--- src/rtl/if_id_reg.sv ---
// IF/ID pipeline register: captures fetch PC, PC+4 and instruction word for decode,
// with hazard stall, flush-to-bubble and a saturating valid-instruction counter.
module if_id_reg #(
    parameter logic [31:0] NOP_WORD = 32'h0000_0000
) (
    input  logic        clk,
    input  logic        clrn,
    input  logic        write_en,
    input  logic        flush,
    input  logic [31:0] pc,
    input  logic [31:0] inst,
    output logic [31:0] id_pc,
    output logic [31:0] id_pc4,
    output logic [31:0] id_inst,
    output logic        id_valid,
    output logic [31:0] fetch_count
);

    localparam logic [0:0] BUBBLE = 1'b0;
    localparam logic [0:0] VALID  = 1'b1;

    logic [0:0]  state_q;
    logic        do_flush;
    logic        do_load;
    logic [31:0] pc_plus4;
    logic        count_sat;

    always_comb begin
        do_flush  = flush;
        do_load   = ~flush & write_en;
        pc_plus4  = pc + 32'd4;
        count_sat = (fetch_count == '1);
    end

    // Flush takes priority over the stall: a bubble is inserted even if write_en=0.
    always_ff @(posedge clk or negedge clrn) begin
        if (!clrn) begin
            state_q <= BUBBLE;
            id_pc   <= '0;
            id_pc4  <= '0;
            id_inst <= NOP_WORD;
        end else if (do_flush) begin
            state_q <= BUBBLE;
            id_pc   <= pc;
            id_pc4  <= pc_plus4;
            id_inst <= NOP_WORD;
        end else if (do_load) begin
            state_q <= VALID;
            id_pc   <= pc;
            id_pc4  <= pc_plus4;
            id_inst <= inst;
        end
    end

    always_ff @(posedge clk or negedge clrn) begin
        if (!clrn) begin
            fetch_count <= '0;
        end else if (do_load && !count_sat) begin
            fetch_count <= fetch_count + 32'd1;
        end
    end

    always_comb begin
        id_valid = (state_q == VALID);
    end

endmodule

--- config.mk ---
export PLATFORM = sky130hd
export DESIGN_NAME = if_id_reg
export DESIGN_NICKNAME = d
export VERILOG_FILES = /design/src/rtl/if_id_reg.sv
export SDC_FILE = /design/constraint.sdc
export NUM_CORES = 1
export LEC_CHECK = 0
export CORE_ASPECT_RATIO = 0.8
export CORE_MARGIN = 3
export CORE_UTILIZATION = 45
export DETAILED_ROUTE_END_ITERATION = 12
export GPL_TIMING_DRIVEN = 0
export MAX_ROUTING_LAYER = met4
export PLACE_DENSITY = 0.85
export SLEW_MARGIN = 20
export SYNTH_ARGS = -nofsm -noshare
export SYNTH_HDL_FRONTEND = slang
export SYNTH_SLANG_ARGS = --single-unit
export TNS_END_PERCENT = 20
--- constraint.sdc ---
create_clock -name clk -period 2.2 [get_ports clk]
set_input_delay 0.22 -clock clk [delete_from_list [all_inputs] [get_ports clk]]
set_output_delay 0.22 -clock clk [all_outputs]
set_load 0.05 [all_outputs]
Word-level counts from Yosys, hierarchy flattened

Cells that the tools add are included.

Add/sub/neg operators: 2
Eq/ne operators: 1
Muxes and demuxes: 8
Bitwise operators: 2
Reduce and logical (&&, ||, !) cells: 3

Operator list:

| kind                                           | number |
|---|---|
| two-way mux 32 bit                             | 6 |
| adder 32 x 1 -> 32 bit (second input constant) | 1 |
| adder 32 x 3 -> 32 bit (second input constant) | 1 |
| == test 32 bit (second input constant)         | 1 |
| two-way mux 1 bit                              | 2 |
| nonzero test 2 bit                             | 1 |
| AND 1 bit                                      | 1 |
| logical AND 1 bit                              | 1 |
| zero test 1 bit                                | 1 |
| NOT 1 bit                                      | 1 |

Bits in registers: 129
Logic and storage cells: 21

Logic depth before layout (Yosys ltp)

Depth in word-level cells: 4
Depth in mapped cells: 6
Mapped depth without buffers: 6

Worst setup path after synthesis

No wires, ideal clock.

Path kind: register -> register
From: register fetch_count[16]
To: register fetch_count[1]
Setup time: 0.125 ns
Data arrival time: 2.036 ns
Required time: 2.075 ns
Slack: 0.039 ns
Stages on the path, launching flop included: 6
Path buffers: 0
Cells stage by stage: dfrtp_1 nand3_1 nor3_1 nand4_1 nand2_1 mux2_2

Word-level cells in the longest chain between the ends: 3

RTL lines:

| element                | line | text |
|---|---|---|
| start, declared        | 16   | `output logic [31:0] fetch_count` |
| start signal, assigned | 59   | `fetch_count <= fetch_count + 32'd1;` |
| == test 32 bit         | 32   | `count_sat = (fetch_count == '1);` |
| zero test 1 bit        | 58   | `end else if (do_load && !count_sat) begin` |
| logical AND 1 bit      | 58   |  |

No other way between the ends.
A chain may end at the register's enable or synchronous reset.

Worst setup path after layout

From: register fetch_count[8]
To: register fetch_count[9]

Word-level cells in the longest chain between the ends: 3
Elaborated cells between the ends (all ways): 4
Classes of those cells: add/sub: 1; eq/ne: 1; reduce/logical: 2

RTL lines:

| element |
|---|
| branches (longest 3 deep; another with adder 32 x 1 -> 32 bit) |

Several ways; the timed one is not identified.

==> results.py <==
metrics = {
    "die": {
        "die_w_um": 132,
        "rows": 36,
        "pin_count": 197,
        "die_h_um": 107,
        "core_area_um2": 12300,
        "start_util": 0.466,
        "die_area_um2": 14100,
    },
    "yosys": {
        "synth_cell_type_count": 36,
        "synth_top_cells_by_area": "dfrtp_1 (55%), nand2_1 (8.7%), mux2i_1 (5.6%), xnor2_1 (4.7%), nor2_1 (4.1%)",
        "ys_ff_latch": 127,
        "yosys_warnings": 0,
        "yosysTopAreaCellShare": 0.554,
        "seq_area_frac_synth": 0.554,
        "synth_area_um2": 5730,
        "synthesis.instances": 576,
        "syn_nets": 646,
        "syn_area_per_cell_um2": 9.95,
        "yosys.area.top_type": "dfrtp_1",
    },
    "clock_tree": {
        "clkSlewWorstSetupHoldPaths_ns": 0.05,
        "cts_buffers": 17,
        "cts_max_level": 4,
        "cts_tree": "built",
        "cts_sinks": 127,
        "cts_buffer_depth": 2,
        "root_buffer": "clkbuf_16",
        "clkLatencyLatePin_ns": 0.41,
    },
    "placement": {
        "port_buffers": 194,
        "post-place-ws_ns": -0.260,
        "place_hpwl_um": 12000,
        "gp_congestion": 0.882,
    },
    "global_route": {
        "grt_max_degree": 72,
        "grt_pass1_vias": 5308,
        "grtUsageTotal": 0.242,
        "grt_pass1_wl_um": 26700,
        "grt.overflow.total": 0,
        "antenna_found_initial": 0,
    },
    "route": {
        "drtAntennaViolNets": 0,
        "drt-initial-drc-count": 384,
        "num_vias": 5094,
        "drt-total-wl_um": 16300,
        "firstDrtPassIters": 6,
        "viasPerCell": 5.22,
        "drc": 0,
        "detail_route.wl_per_cell_um": 16.7,
    },
    "worst_setup_path": {
        "r2r_start": "fetch_count[8]",
        "r2r_cells": 5,
        "r2r_slack_ns": 0.20,
        "path_max_fanout": 6,
        "worstSetupEndpointType": "flip-flop",
        "crit_end": "fetch_count[9]",
        "r2r-end": "fetch_count[9]",
        "crit_required_ns": 2.48,
        "worstPathArrival_ns": 2.29,
        "critPathLaunch": "fetch_count[8]",
        "start_kind": "flip-flop",
        "crit_type": "flip-flop to flip-flop",
    },
    "power_and_ir_drop": {
        "combPwrFrac": 0.232,
        "vdd.ir_drop.worst_mv": 0.504,
        "switching_share": 0.311,
        "net-switching-power_mw": 2.25,
        "pwr-share-clk": 0.395,
        "p_leak_nw": 3.77,
        "cellPowerDensity_nw_per_um2": 843,
        "p_int_mw": 4.97,
        "pwr-share-seq": 0.373,
    },
    "cells_and_area": {
        "drive_above_1_share": 0.0646,
        "nets": 863,
        "num_antenna_cells": 0,
        "fillers": 894,
        "area_growth_pct": 49.4,
        "final_util": 0.696,
    },
    "timing": {
        "layout_min_cycle_time_ns": 2.00,
        "worst_pin_slew_ns": 0.711,
        "setup_viol": 0,
        "slew_headroom": 0.526,
        "fin_crit_sh": 0.911,
        "fin_tns_setup_ns": 0,
        "grt_setup_unrepaired": "no",
        "setup_ws_ns": 0.196,
        "drv_slew": 0,
        "finalClockSkew_ns": 0.00939,
        "max_freq_mhz": 499,
        "hold_viol": 0,
    },
    "outcome": {
        "status": "finished clean",
    },
    "job": {
        "max_cap_viol_count": 0,
    },
    "hold_path": {
        "hold_depth": 3,
        "hold_path.class": "input pin to flip-flop",
    },
}
power by group through the flow:
stage / clock network, mW / logic (mW) / registers [mW]
finish: 2.85 / 1.68 / 2.69
global route: 2.99 / 1.77 / 2.72
CTS: 2.89 / 1.69 / 2.69
detailed placement: 0 / 1.68 / 2.73
global placement: 0 / 1.64 / 2.71
floorplan: 0 / 0.320 / 3.36
routing by layer:
metal / track usage / part of all wire / routed length (µm)
met3: 0.0591 / 0.068 / 1120
met1: 0.299 / 0.43 / 6990
met4: 0.0645 / 0.013 / 208
met5: - / 0 / 0
met2: 0.404 / 0.49 / 8010
cell usage in the layout, fill, tap and decap left out, drive strengths merged, types with 5 or more instances in the layout:
cell / instances
dfrtp: 127
and4: 7
buf: 12
o21ai: 30
a21oi: 5
nand3: 28
nand2: 133
xnor2: 31
inv: 8
nor4: 8
xor2: 24
clkbuf: 37
nor3: 6
nand4: 20
and3: 11
clkdlybuf4s50: 193
mux2i: 32
nor2: 62
synthesized netlist by cell type:
library cell  instances
nor3_1                6
nand2_1             133
nand4_1              18
and3_1               11
buf_4                 2
or3_1                 2
nor2_1               62
nor4_2                2
mux2i_1              32
dfrtp_1             127
nand3_1              28
o21ai_0              29
or4_4                 1
a21oi_1               5
o21ai_2               1
inv_1                 8
nor4_1                4
nor2b_1               1
nand4_4               2
buf_2                 2
nor4_4                2
and4b_1               1
or3b_2                1
or2_2                 2
clkbuf_1             16
buf_1                 4
and4_1                7
a2bb2oi_1             1
mux2_2                2
xor2_1               24
xnor2_1              31
nand2b_1              1
ha_1                  2
and2_1                4
nor3b_1               1
o31ai_1               1
registers in the layout, summed over array words and instances (netlist names):
signal / cells
id_inst: 32
id_pc: 32
id_pc4: 30
id_valid: 1
fetch_count: 32
cell type report:
| cell class | count | area [µm²] | share of cell area |
|---|---|---|---|
| Sequential cell | 127 | 3180 | 0.371 |
| Multi-Input combinational cell | 417 | 2440 | 0.285 |
| Timing Repair Buffer | 198 | 2000 | 0.233 |
| Clock buffer | 21 | 470 | 0.0549 |
| Tap cell | 171 | 214 | 0.0250 |
| Clock inverter | 10 | 136 | 0.0159 |
| Buffer | 24 | 100 | 0.0117 |
| Inverter | 8 | 30.0 | 0.00351 |
through the flow:
| step | std cells | area [µm²] | hold slack, ns | power (mW) |
|---|---|---|---|---|
| 6_report | 976 | 8560 | 0.260 | 7.22 |
| 5_1_grt | 976 | 8560 | 0.281 | 7.47 |
| 4_1_cts | 974 | 8530 | 0.267 | 7.27 |
| 3_5_place_dp | 942 | 7920 | 0.217 | 4.41 |
| 3_3_place_gp | 941 | 7890 | 0.451 | 4.35 |
| 2_1_floorplan | 576 | 5730 | -0.0756 | 3.68 |
worst min-delay path by stage:
stage	startpoint	to	slack (ns)
floorplan	clrn	fetch_count[0]	-0.08
global placement	id_pc[13]	id_pc[13]	0.45
detailed placement	clrn	fetch_count[16]	0.22
CTS	write_en	id_inst[31]	0.27
global route	write_en	id_inst[1]	0.28
finish	write_en	id_inst[1]	0.26
critical path: stages (launching register included):
cell	delay, ns
dfrtp_1	0.45
and4_1	0.30
nand4_1	0.29
nor4_2	0.54
nor2_1	0.15
xor2_1	0.16
repair_timing:
item / 4_1_cts / 5_1_grt
endpoints found under the setup margin: 0 / 3
buffers inserted: 0 / 2
hold endpoints to repair: 56 / 0
hold buffers: 1 / 0
gates resized for setup: 0 / 2
kinds of logic (layout without fill, tap and decap cells):
logic type,Yosys count,count (layout),synth area share
mux,34,34,0.0598
xor+xnor,55,55,0.0840
fa+ha+maj,2,2,0.00436
buf+inv,32,261,0.0227
flops,127,127,0.554
compound gates,37,37,0.0340
simple gates,289,289,0.241
Power figures use the tool's default switching activity.
